[config.mk]
export PLATFORM = sky130hd
export DESIGN_NAME = comparator_seq_nibble
export DESIGN_NICKNAME = d
export VERILOG_FILES = /design/src/rtl/comp_pkg.sv /design/src/rtl/comparator_4bit.sv /design/src/rtl/comparator_seq_nibble.sv
export SDC_FILE = /design/constraint.sdc
export NUM_CORES = 1
export LEC_CHECK = 0
export CAP_MARGIN = 10
export CELL_PAD_IN_SITES_DETAIL_PLACEMENT = 2
export CELL_PAD_IN_SITES_GLOBAL_PLACEMENT = 2
export CORE_MARGIN = 5
export CORE_UTILIZATION = 33
export CTS_BUF_LIST = sky130_fd_sc_hd__clkbuf_2 sky130_fd_sc_hd__clkbuf_4 sky130_fd_sc_hd__clkbuf_8
export CTS_CLUSTER_SIZE = 20
export DETAILED_ROUTE_END_ITERATION = 7
export GPL_TIMING_DRIVEN = 0
export PLACE_DENSITY = 0.95
export SYNTH_ARGS = -nofsm -noshare
export SYNTH_HDL_FRONTEND = slang
export SYNTH_SLANG_ARGS = --single-unit
[constraint.sdc]
create_clock -name clk -period 4.3 [get_ports clk]
set_input_delay 0.86 -clock clk [delete_from_list [all_inputs] [get_ports clk]]
set_output_delay 0.86 -clock clk [all_outputs]
set_load 0.005 [all_outputs]
[src/rtl/comp_pkg.sv]
// Shared types for the sequential magnitude comparator: FSM states and the
// g/l/e cascade triple carried from slice to slice.
package comp_pkg;

  typedef enum logic [1:0] {IDLE, RUN, DONE} state_t;

  typedef struct packed {
    logic g;
    logic l;
    logic e;
  } cascade_t;

  localparam cascade_t CASCADE_SEED = '{g: 1'b0, l: 1'b0, e: 1'b1};

endpackage

[src/rtl/comparator_4bit.sv]
// One 4-bit magnitude compare stage with cascade inputs; a strict ordering of
// this slice overrides whatever the lower slices decided.
module comparator_4bit (
  input  logic       en,
  input  logic [3:0] a,
  input  logic [3:0] b,
  input  logic       in_g,
  input  logic       in_l,
  input  logic       in_e,
  output logic       g,
  output logic       l,
  output logic       e
);

  always_comb begin
    g = in_g;
    l = in_l;
    e = in_e;
    if (en) begin
      if (a > b) begin
        g = 1'b1;
        l = 1'b0;
        e = 1'b0;
      end else if (a < b) begin
        g = 1'b0;
        l = 1'b1;
        e = 1'b0;
      end
    end
  end

endmodule

[src/rtl/comparator_seq_nibble.sv]
// Sequential WIDTH-bit magnitude comparator walking SLICE-bit slices LSB-first.
// Define COMP_SIGNED_EN for a two's-complement compare (MSB flipped on the top slice).
module comparator_seq_nibble
  import comp_pkg::*;
#(
  parameter int WIDTH = 32,
  parameter int SLICE = 4
) (
  input  logic             clk,
  input  logic             rst,
  input  logic             en,
  input  logic             start,
  input  logic [WIDTH-1:0] a,
  input  logic [WIDTH-1:0] b,
  output logic             busy,
  output logic             done,
  output logic             g,
  output logic             l,
  output logic             e
);

  localparam int NSLICE = WIDTH / SLICE;
  localparam int CW     = (NSLICE > 1) ? $clog2(NSLICE) : 1;
  localparam int IW     = (WIDTH > 1) ? $clog2(WIDTH) : 1;
  localparam logic [CW-1:0] LAST = CW'(NSLICE - 1);

  if (WIDTH % SLICE != 0) begin : g_bad_width
    $error("WIDTH must be a multiple of SLICE");
  end

  state_t           state_q, state_d;
  logic [CW-1:0]    cnt_q, cnt_d;
  logic [WIDTH-1:0] a_q, a_d, b_q, b_d;
  cascade_t         casc_q, casc_d;
  cascade_t         res_q, res_d;
  logic             done_q, done_d;

  logic [IW-1:0]    off;
  logic [SLICE-1:0] sa, sb;
  cascade_t         slice_out;

  assign off = IW'(int'(cnt_q) * SLICE);

  always_comb begin
    sa = a_q[off +: SLICE];
    sb = b_q[off +: SLICE];
`ifdef COMP_SIGNED_EN
    // Flipping the sign bit maps two's complement onto unsigned ordering.
    if (cnt_q == LAST) begin
      sa[SLICE-1] = ~sa[SLICE-1];
      sb[SLICE-1] = ~sb[SLICE-1];
    end
`endif
  end

  if (SLICE == 4) begin : g_nibble
    comparator_4bit u_slice (
      .en   (1'b1),
      .a    (sa),
      .b    (sb),
      .in_g (casc_q.g),
      .in_l (casc_q.l),
      .in_e (casc_q.e),
      .g    (slice_out.g),
      .l    (slice_out.l),
      .e    (slice_out.e)
    );
  end else begin : g_generic
    always_comb begin
      slice_out = casc_q;
      if (sa > sb) begin
        slice_out = '{g: 1'b1, l: 1'b0, e: 1'b0};
      end else if (sa < sb) begin
        slice_out = '{g: 1'b0, l: 1'b1, e: 1'b0};
      end
    end
  end

  always_comb begin
    state_d = state_q;
    cnt_d   = cnt_q;
    a_d     = a_q;
    b_d     = b_q;
    casc_d  = casc_q;
    res_d   = res_q;
    done_d  = 1'b0;
    case (state_q)
      IDLE, DONE: begin
        if (start && en) begin
          state_d = RUN;
          a_d     = a;
          b_d     = b;
          casc_d  = CASCADE_SEED;
          cnt_d   = '0;
        end
      end
      RUN: begin
        if (en) begin
          casc_d = slice_out;
          if (cnt_q == LAST) begin
            state_d = DONE;
            res_d   = slice_out;
            done_d  = 1'b1;
          end else begin
            cnt_d = cnt_q + 1'b1;
          end
        end
      end
      default: state_d = IDLE;
    endcase
  end

  always_ff @(posedge clk) begin
    if (rst) begin
      state_q <= IDLE;
      cnt_q   <= '0;
      a_q     <= '0;
      b_q     <= '0;
      casc_q  <= '0;
      res_q   <= '0;
      done_q  <= 1'b0;
    end else begin
      state_q <= state_d;
      cnt_q   <= cnt_d;
      a_q     <= a_d;
      b_q     <= b_d;
      casc_q  <= casc_d;
      res_q   <= res_d;
      done_q  <= done_d;
    end
  end

  assign busy = (state_q == RUN);
  assign done = done_q;
  assign g    = res_q.g;
  assign l    = res_q.l;
  assign e    = res_q.e;

endmodule

==> out/qor.yml, run 1 <==
status: "complete, no violations"
hold_buffers: 0
cp.arrival_ns: 3.31
htree_levels: 3
core_area_mm2: 0.00977
die_w_um: 110
cp_max_fo: 10
drt.antenna.violating_nets: 0
grt_pass1_vias: 3598
maxCapViolations: 0
ir_drop_uv: 135
cts_buffers: 9
drt_first_iter_violations: 117
postRouteWirelength_um: 13400
grt_usage_pct: 23.3
ys_ff_latch: 76
via_per_inst: 5.24
boundaryPins: 73
hpwl_um: 8770
grt_overflow_total: 0
crit_type: "register to register"
cts_resized: 0
grt_pass1_wl_um: 20900
clk_pin_slew_ns: 0.09
synth_area_per_cell_um2: 8.66
antenna_found_initial: 0
synth_edf_count: 0
yosysSeqAreaShare_pct: 46.1
hp-class: "register to register"
p_leak_nw: 1.57
post_cts_buffers: 0
rows: 36
worst_r2r_path_depth: 9
clock_sinks: 76
drive_above_1_share_pct: 12.2
max-slew-margin-rel_pct: 58.0
clock.fmax_mhz: 330
rsz0062_at_grt: "false"
fin_area_mm2: 0.00437
clock_latency_ns: 0.36
post-route-min-period_ns: 3.03
dpl_cell_area_mm2: 0.00417
cp.required_ns: 4.57
final.setup.tns_ns: 0
synth_fp_nets: 455
grt_max_degree: 13
place.gp.congestion: 0.758
final.setup_skew_ns: 0.0108
synthesis.area_mm2: 0.00330
worst_pin_slew_ns: 0.629
nets: 536
num_vias: 3141
final_hold_viol_count: 0
root_buffer: "clkbuf_8"
startpoint_type: "register"
dieArea_mm2: 0.0121
setup_viol: 0
n_fill_cell: 1084
start_util_pct: 33.8
wire_per_inst_um: 22.3
first_pass_iters: 4
maxSlewViolCount: 0
cts_tree: "built"
fin_util_pct: 44.7
powerDensity_mw_per_mm2: 360
cp-end-kind: "register"
io_buffers: 70
yosys_warnings: 0
clock_path_buffers: 2
diodes: 0
route.detailed.drc: 0
die-height_um: 110
async_flop_share_pct: 0
whs_path_depth: 2
min_period_over_period_pct: 70.5
syn_inst: 381
ys_types: 36
synth_ff_type: "dfxtp_1"
holdWs_ns: 0.458
syn2layout_area_growth_pct: 32.5
[worst paths after layout]
path / start / endpoint / slack [ns]
hold reg to reg: e / e / 0.46
setup reg to reg: cnt_q[1] / l / 1.27
setup / recovery: cnt_q[1] / l / 1.27
hold / removal: e / e / 0.46
[per-stage QoR]
| step | total power [mW] | setup WS, ns | cells |
|---|---|---|---|
| after detailed placement | 0.979 | 1.38 | 584 |
| final | 1.57 | 1.27 | 600 |
| after floorplan | 0.866 | 1.89 | 381 |
| after global routing | 1.63 | 1.12 | 600 |
| after CTS | 1.58 | 1.30 | 600 |
| after global placement | 0.960 | 1.52 | 584 |
[layout make-up]
class	count	area [um2]	area share [%]
clock buffer	12	159	3.63
inverter	2	7.51	0.172
sequential	76	1520	34.8
buffer	29	146	3.35
timing repair buffer	70	701	16.0
clock inverter	4	47.5	1.09
multi-input combinational	274	1620	37.1
tap	133	166	3.81
[cells in the mapped netlist, types with 2 or more instances]
master,instances,area (um2)
mux2i_1,6,60.1
ha_1,6,75.1
dfxtp_1,76,1520
nand2_1,138,518
mux4_2,16,360
buf_6,2,22.5
and2_0,2,12.5
inv_1,2,7.51
clkbuf_1,11,41.3
nand3_1,2,10.0
o21ai_0,2,10.0
mux2_2,4,45.0
a21oi_1,74,370
nor2_1,4,15.0
buf_2,15,75.1
[where the power goes]
part           switching (mW)  total (mW)  internal (mW)
Clock                   0.292       0.597          0.305
Combinational           0.116       0.222          0.106
Sequential             0.0202       0.754          0.734
Total                   0.428        1.57           1.14
[cells in the final DEF, fill, tap and decap left out, drive strengths merged]
cell type      Yosys  final
nand2            138    138
dfxtp             76     76
a21oi             74     74
clkdlybuf4s50      0     70
clkbuf            11     23
buf               18     18
mux4              16     16
mux2i              6      6
ha                 6      6
mux2               4      4
nor2               4      4
and2               3      3
o21ai              3      3
nand3              2      2
inv                2      2
clkinv             0      2
nor2b              2      2
nor3b              1      1
or3b               1      1
nand3b             1      1
a21o               1      1
nand2b             1      1
nand4              1      1
o211ai             1      1
o21bai             1      1
or3                1      1
or2                1      1
a2bb2oi            1      1
a31oi              1      1
and3               1      1
o221ai             1      1
o21a               1      1
a211oi             1      1
clkinvlp           0      1
bufinv             0      1
[flip-flops by register name (all words and copies together), names as in the netlist]
name	flops
a_q	32
b_q	32
casc_q	3
cnt_q	3
done	1
e	1
g	1
l	1
state_q	2
[kinds of logic (layout without fill, tap and decap cells)]
kind of cell	Yosys count	count (layout)	synth area share [%]
multiplexers	26	26	14.1
buffers and inverters	31	117	4.66
flip-flops	76	76	46.1
AO/OA/AOI/OAI	85	85	13.5
adder cells (fa/ha/maj)	6	6	2.28
AND/OR/NAND/NOR	157	157	19.3
[layer usage]
| layer | share of wire, % | track usage [%] |
|---|---|---|
| met4 | 2.5 | 9.08 |
| met5 | 0 | 0 |
| met1 | 41 | 27.5 |
| met2 | 53 | 42.6 |
| met3 | 3.0 | 3.03 |
[worst max-delay path, stage by stage, from the launching register on]
cell and delay, ns:
dfxtp_1 0.34, buf_2 0.28, buf_2 0.37, mux4_2 0.36, mux2_2 0.30, ha_1 0.38, nand4_1 0.23, or2_2 0.36
o21a_1 0.11, a211oi_1 0.20
No activity file was read; power rests on OpenSTA's default activity.
==> inputs of run 2 (changes only) <==
--- a/config.mk
+++ b/config.mk
@@ -9,12 +9,12 @@
 export CELL_PAD_IN_SITES_DETAIL_PLACEMENT = 2
 export CELL_PAD_IN_SITES_GLOBAL_PLACEMENT = 2
 export CORE_MARGIN = 5
-export CORE_UTILIZATION = 33
+export CORE_UTILIZATION = 31
 export CTS_BUF_LIST = sky130_fd_sc_hd__clkbuf_2 sky130_fd_sc_hd__clkbuf_4 sky130_fd_sc_hd__clkbuf_8
 export CTS_CLUSTER_SIZE = 20
 export DETAILED_ROUTE_END_ITERATION = 7
 export GPL_TIMING_DRIVEN = 0
-export PLACE_DENSITY = 0.95
+export PLACE_DENSITY = 0.91
 export SYNTH_ARGS = -nofsm -noshare
 export SYNTH_HDL_FRONTEND = slang
 export SYNTH_SLANG_ARGS = --single-unit
==> constraint.sdc (replaced) <==
create_clock -name clk -period 2.89 [get_ports clk]
set_input_delay 0.578 -clock clk [delete_from_list [all_inputs] [get_ports clk]]
set_output_delay 0.578 -clock clk [all_outputs]
set_load 0.005 [all_outputs]
==> run 2 against run 1 <==
Compared with the run above:
- flip-flop and latch count unchanged
- first-iteration DRC count increased by 45%
- worst hold slack better by 0.0035 ns
- non-clock buffer count up 1
- utilization decreased by 2.4 points
- highest routed layer unchanged
==> out/qor.yml, run 2 (synthesized netlist as in run 1, its figures left out) <==
clock_sinks: 76  # unchanged
powerDensity_mw_per_mm2: 518  # was 360 mW/mm2
worstReg2RegStart: "cnt_q[0]"  # was cnt_q[1]
cp.arrival_ns: 3.10  # was 3.31 ns
diodes: 0  # unchanged
reg2reg_slack_ns: 0.05  # was 1.27 ns
clk_pin_slew_ns: 0.09  # about the same
boundaryPins: 73  # unchanged
maxCapViolations: 0  # unchanged
postRouteWirelength_um: 12100  # was 13400 um
use_met2_pct: 34.3  # was 42.6%
cp_max_fo: 10  # unchanged
multi_input_area_mm2: 0.00163  # was 0.00162 mm2
crit_family: "multiplexers"  # unchanged
setup_slack_ns: 0.0533  # was 1.27 ns
place_inst: 587  # was 584
drive_above_1_share_pct: 12.6  # was 12.2%
whs_path_depth: 2  # unchanged
root_buffer: "clkbuf_8"  # unchanged
grt_usage_pct: 19.2  # was 23.3%
grt_use_met3_pct: 4.33  # was 3.03%
first_pass_iters: 4  # unchanged
hold_buffers: 0  # unchanged
startpoint_type: "register"  # unchanged
htree_levels: 3  # unchanged
final_hold_viol_count: 0  # unchanged
hp-class: "register to register"  # unchanged
cp.required_ns: 3.15  # was 4.57 ns
max-slew-margin-rel_pct: 57.1  # was 58.0%
num_vias: 3078  # was 3141
cp-end-kind: "register"  # unchanged
cts_tree: "built"  # unchanged
place.gp.congestion: 0.796  # was 0.758
layout_common_cells: "138 x nand2_1, 76 x dfxtp_1, 74 x a21oi_1"  # unchanged
post-route-min-period_ns: 2.84  # was 3.03 ns
dpl_cell_area_mm2: 0.00417  # about the same
grt_pass1_wl_um: 19100  # was 20900 um
hpwl_um: 8630  # was 8770 um
status: "complete, no violations"  # unchanged
path_buf_inv: 2  # unchanged
ir_drop_uv: 208  # was 135 uV
setup_viol: 0  # unchanged
core_area_mm2: 0.0104  # was 0.00977 mm2
seqCellArea_mm2: 0.00152  # unchanged
dieArea_mm2: 0.0128  # was 0.0121 mm2
route.detailed.drc: 0  # unchanged
clock_latency_ns: 0.36  # about the same
grt_overflow_total: 0  # unchanged
worst_path_largest_cell_delay_ns: 0.57  # was 0.38 ns
rsz0062_at_grt: "false"  # unchanged
mostFrequentLayoutCell: "nand2_1"  # unchanged
critPathLaunch: "cnt_q[0]"  # was cnt_q[1]
min_from: "a_q[10]"  # was e
rows: 37  # was 36
worst_r2r_path_depth: 9  # unchanged
cts_buffers: 9  # unchanged
grtUsageMet1_pct: 23.2  # was 27.5%
antenna_found_initial: 0  # unchanged
crit_type: "register to register"  # unchanged
place_ws_ns: -0.173  # was 1.38 ns
cpMaxStageDelayCell: "mux4_2"  # was ha_1
reg_top3: "a_q (32), b_q (32)"  # unchanged
hold_end: "a_q[10]"  # was e
io_buffers: 70  # unchanged
die-height_um: 113  # was 110 um
top_usage_layer: "met2"  # unchanged
start_util_pct: 31.8  # was 33.8%
die_w_um: 113  # was 110 um
syn2layout_area_growth_pct: 33.0  # was 32.5%
worst_pin_slew_ns: 0.643  # was 0.629 ns
via_per_inst: 5.10  # was 5.24
maxSlewViolCount: 0  # unchanged
n_fill_cell: 1162  # was 1084
wire_per_inst_um: 20.1  # was 22.3 um
final.setup_skew_ns: 0.0170  # was 0.0108 ns
rr_endpoint: "l"  # unchanged
grt_pass1_vias: 3514  # was 3598
crit_chain: "buf_6 -> buf_8 -> mux4_2 -> mux2i_2 -> ha_1 -> nand4_1 -> or2_2 -> o21a_1 -> a211oi_1"  # was buf_2 -> buf_2 -> mux4_2 -> mux2_2 -> ha_1 -> nand4_1 -> or2_2 -> o21a_1 -> a211oi_1
p_leak_nw: 1.57  # about the same
drt_first_iter_violations: 170  # was 117
drt.antenna.violating_nets: 0  # unchanged
clock_path_buffers: 2  # unchanged
nets: 537  # was 536
grt_max_degree: 14  # was 13
final_cell_count_no_fill: 604  # was 600
clock.fmax_mhz: 353  # was 330 MHz
min_period_over_period_pct: 98.2  # was 70.5%
fin_area_mm2: 0.00439  # was 0.00437 mm2
run 2: cell types whose count changed in the layout (fill, tap and decap cells not counted), sizes merged:
cell,change
clkinvlp,-1
clkinv,+2
buf,+1
inv,+1
clkbuf,-2
run 2: cell type report:
| type | count | share of cell area, % |
|---|---|---|
| multi-input combinational | 274 | 37.1 |
| sequential | 76 | 34.7 |
| timing repair buffer | 71 | 16.1 |
| tap | 136 | 3.88 |
| buffer | 29 | 3.62 |
| clock buffer | 10 | 2.99 |
| clock inverter | 6 | 1.43 |
| inverter | 2 | 0.171 |
run 2: worst max-delay path by stage:
stage / end / slack (ns) / cells past startpoint
after floorplan: l / 0.48 / 9
after global placement: l / 0.1 / 9
after detailed placement: l / -0.17 / 9
after CTS: l / 0.01 / 9
after global routing: l / 0.005 / 9
final: l / 0.05 / 9
run 2: worst min-delay path, cell delays in order, from the launching register on:
cell and delay, ns:
dfxtp_1 0.32, nand2_1 0.05, a21oi_1 0.05
run 2: layer usage:
layer | part of all wire (%) | wire length [um]
met1 | 43 | 5210
met2 | 52 | 6310
met5 | 0 | 0
met4 | 1.7 | 211
met3 | 3.2 | 386
run 2: through the flow:
stage | power (mW) | util (%) | TNS [ns] | hold slack [ns]
final | 2.27 | 42.3 | 0 | 0.462
after floorplan | 1.29 | - | 0 | 0.433
after global placement | 1.43 | 40.2 | 0 | 0.440
after detailed placement | 1.45 | 40.2 | -0.203 | 0.449
after global routing | 2.35 | 42.3 | 0 | 0.487
after CTS | 2.27 | 42.2 | 0 | 0.466
run 2: what timing repair did:
| item | 4_1_cts | 5_1_grt |
|---|---|---|
| pin swaps | 0 | 1 |
| setup endpoints to repair | 3 | 2 |
| gates resized for setup | 4 | 1 |
| buffers inserted | 0 | 1 |
run 2: power breakdown:
group | internal [mW] | switching, mW
clock network | 0.409 | 0.420
registers | 1.09 | 0.0276
logic | 0.162 | 0.163
total | 1.66 | 0.610
==> inputs of run 3 (changes only) <==
--- a/config.mk
+++ b/config.mk
@@ -10,11 +10,11 @@
 export CELL_PAD_IN_SITES_GLOBAL_PLACEMENT = 2
 export CORE_MARGIN = 5
 export CORE_UTILIZATION = 31
-export CTS_BUF_LIST = sky130_fd_sc_hd__clkbuf_2 sky130_fd_sc_hd__clkbuf_4 sky130_fd_sc_hd__clkbuf_8
+export CTS_BUF_LIST = sky130_fd_sc_hd__clkbuf_4 sky130_fd_sc_hd__clkbuf_8
 export CTS_CLUSTER_SIZE = 20
 export DETAILED_ROUTE_END_ITERATION = 7
 export GPL_TIMING_DRIVEN = 0
-export PLACE_DENSITY = 0.91
+export PLACE_DENSITY = 0.92
 export SYNTH_ARGS = -nofsm -noshare
 export SYNTH_HDL_FRONTEND = slang
 export SYNTH_SLANG_ARGS = --single-unit
==> run 3 against run 2 <==
Compared with the run above:
- sequential power about the same
- critical path depth unchanged
- flip-flop and latch count unchanged
- combinational power about the same
- via count decreased by 0.39%
- utilization decreased by 0.11 points
- first-iteration DRC count decreased by 31%
- register-to-register slack improved by 0.08 ns
- sequential share of layout area increased by 0.089 points
==> out/qor.yml, run 3 (synthesized netlist as in run 1, its figures left out) <==
p_leak_nw: 1.57  # about the same
grt_overflow_total: 0  # unchanged
powerDensity_mw_per_mm2: 523  # was 518 mW/mm2
combPwrFrac_pct: 14.1  # was 14.3%
num_vias: 3066  # was 3078
pwr-share-clk_pct: 37.0  # was 36.5%
core_area_mm2: 0.0104  # unchanged
p_int_mw: 1.70  # was 1.66 mW
seqCellArea_mm2: 0.00152  # unchanged
clock_sinks: 76  # unchanged
nets: 537  # unchanged
drt.antenna.violating_nets: 0  # unchanged
layout_common_cells: "138 x nand2_1, 76 x dfxtp_1, 74 x a21oi_1"  # unchanged
postRouteWirelength_um: 11900  # was 12100 um
status: "complete, no violations"  # unchanged
htree_levels: 3  # unchanged
crit_chain: "buf_4 -> buf_4 -> mux4_2 -> mux2_2 -> ha_1 -> nand4_1 -> or2_2 -> o21a_1 -> a211oi_1"  # was buf_6 -> buf_8 -> mux4_2 -> mux2i_2 -> ha_1 -> nand4_1 -> or2_2 -> o21a_1 -> a211oi_1
die-height_um: 113  # unchanged
hold_buffers: 0  # unchanged
die_w_um: 113  # unchanged
max-slew-margin-rel_pct: 58.3  # was 57.1%
ir_drop_uv: 183  # was 208 uV
grt_pass1_wl_um: 19000  # was 19100 um
route.detailed.drc: 0  # unchanged
worst_path_largest_cell_delay_ns: 0.35  # was 0.57 ns
finalPower_mw: 2.29  # was 2.27 mW
n_fill_cell: 1167  # was 1162
cp_max_fo: 10  # unchanged
hp-class: "register to register"  # unchanged
root_buffer: "clkbuf_8"  # unchanged
switching_share_pct: 25.7  # was 26.9%
io_buffers: 70  # unchanged
place.gp.congestion: 0.781  # was 0.796
setup_viol: 0  # unchanged
maxSlewViolCount: 0  # unchanged
clock.fmax_mhz: 363  # was 353 MHz
cp.arrival_ns: 3.04  # was 3.10 ns
multi_input_area_mm2: 0.00162  # was 0.00163 mm2
via_per_inst: 5.09  # was 5.10
rows: 37  # unchanged
clock_path_buffers: 2  # unchanged
final.setup_skew_ns: 0.0156  # was 0.0170 ns
drive_above_1_share_pct: 12.0  # was 12.6%
crit_type: "register to register"  # unchanged
pwr-share-seq_pct: 48.9  # was 49.3%
dieArea_mm2: 0.0128  # unchanged
diodes: 0  # unchanged
drt_first_iter_violations: 118  # was 170
wire_per_inst_um: 19.7  # was 20.1 um
cp.required_ns: 3.17  # was 3.15 ns
p_switching_mw: 0.588  # was 0.610 mW
final_hold_viol_count: 0  # unchanged
cts_buffers: 9  # unchanged
min_period_over_period_pct: 95.4  # was 98.2%
grt_usage_pct: 19.1  # was 19.2%
maxCapViolations: 0  # unchanged
cpMaxStageDelayCell: "dfxtp_1"  # was mux4_2
syn2layout_area_growth_pct: 32.7  # was 33.0%
startpoint_type: "register"  # unchanged
cts_tree: "built"  # unchanged
mostFrequentLayoutCell: "nand2_1"  # unchanged
clk_pin_slew_ns: 0.09  # about the same
grt_max_degree: 12  # was 14
grt_pass1_vias: 3566  # was 3514
boundaryPins: 73  # unchanged
place_inst: 587  # unchanged
post-route-min-period_ns: 2.76  # was 2.84 ns
first_pass_iters: 4  # unchanged
reg_top3: "a_q (32), b_q (32)"  # unchanged
final_cell_count_no_fill: 602  # was 604
clock_latency_ns: 0.37  # was 0.36 ns
worst_pin_slew_ns: 0.625  # was 0.643 ns
cp-end-kind: "register"  # unchanged
hpwl_um: 8550  # was 8630 um
start_util_pct: 31.8  # unchanged
cp_common_cell: "buf_4"
antenna_found_initial: 0  # unchanged
## run 3: changes by cell type in the layout (fill, tap and decap cells not counted), sizes merged
| cell | delta |
|---|---|
| inv | -1 |
| clkinv | -3 |
| clkbuf | +2 |
## run 3: stage by stage
| stage | setup slack, ns | utilization, % | TNS [ns] | hold WS [ns] | area [um2] |
|---|---|---|---|---|---|
| 6_report | 0.133 | 42.2 | 0 | 0.458 | 4380 |
| 3_5_place_dp | -0.0945 | 40.2 | -0.0945 | 0.453 | 4170 |
| 3_3_place_gp | 0.117 | 40.2 | 0 | 0.440 | 4170 |
| 5_1_grt | -0.0241 | 42.2 | -0.0241 | 0.486 | 4380 |
| 4_1_cts | 0.102 | 42.1 | 0 | 0.465 | 4370 |
| 2_1_floorplan | 0.481 | - | 0 | 0.433 | 3300 |
## run 3: final timing paths
path	start	endpoint	slack [ns]	cells after the start
hold / removal	b_q[31]	b_q[31]	0.46	2
hold reg to reg	b_q[31]	b_q[31]	0.46	2
setup / recovery	cnt_q[1]	l	0.13	9
setup reg to reg	cnt_q[1]	l	0.13	9
## run 3: per-layer routing
layer  share of wire [%]  track usage (%)
met1                  40             22.4
met2                  53             34.6
met3                 4.4             3.42
met4                 2.2             7.37
met5                   0                0
## run 3: timing repair
action	4_1_cts	5_1_grt
endpoints found under the setup margin	2	1
resized for setup	2	0
pin swaps	0	1
setup buffers	0	1
## run 3: cell type report
type	instances	area share [%]
flip-flops and latches	76	34.8
clock buffers	12	3.63
repair buffers	71	16.2
inverters	2	0.172
plain buffers	29	3.46
well taps	136	3.89
multi-input cells	274	37.1
clock inverters	2	0.800
## run 3: critical path, delay by kind of cell (launching register included)
kind            cells  cell delay, ns
buf+inv             2            0.48
compound gates      2            0.35
mux                 2            0.63
flops               1            0.35
simple gates        2            0.52
fa+ha+maj           1            0.35
## run 3: power groups by stage
stage                     clock network (mW)  registers, mW  logic (mW)
after detailed placement                   0           1.14       0.310
after CTS                              0.855           1.12       0.319
after floorplan                            0           1.13       0.157
after global routing                   0.899           1.12       0.352
final                                  0.845           1.12       0.322
after global placement                     0           1.14       0.292
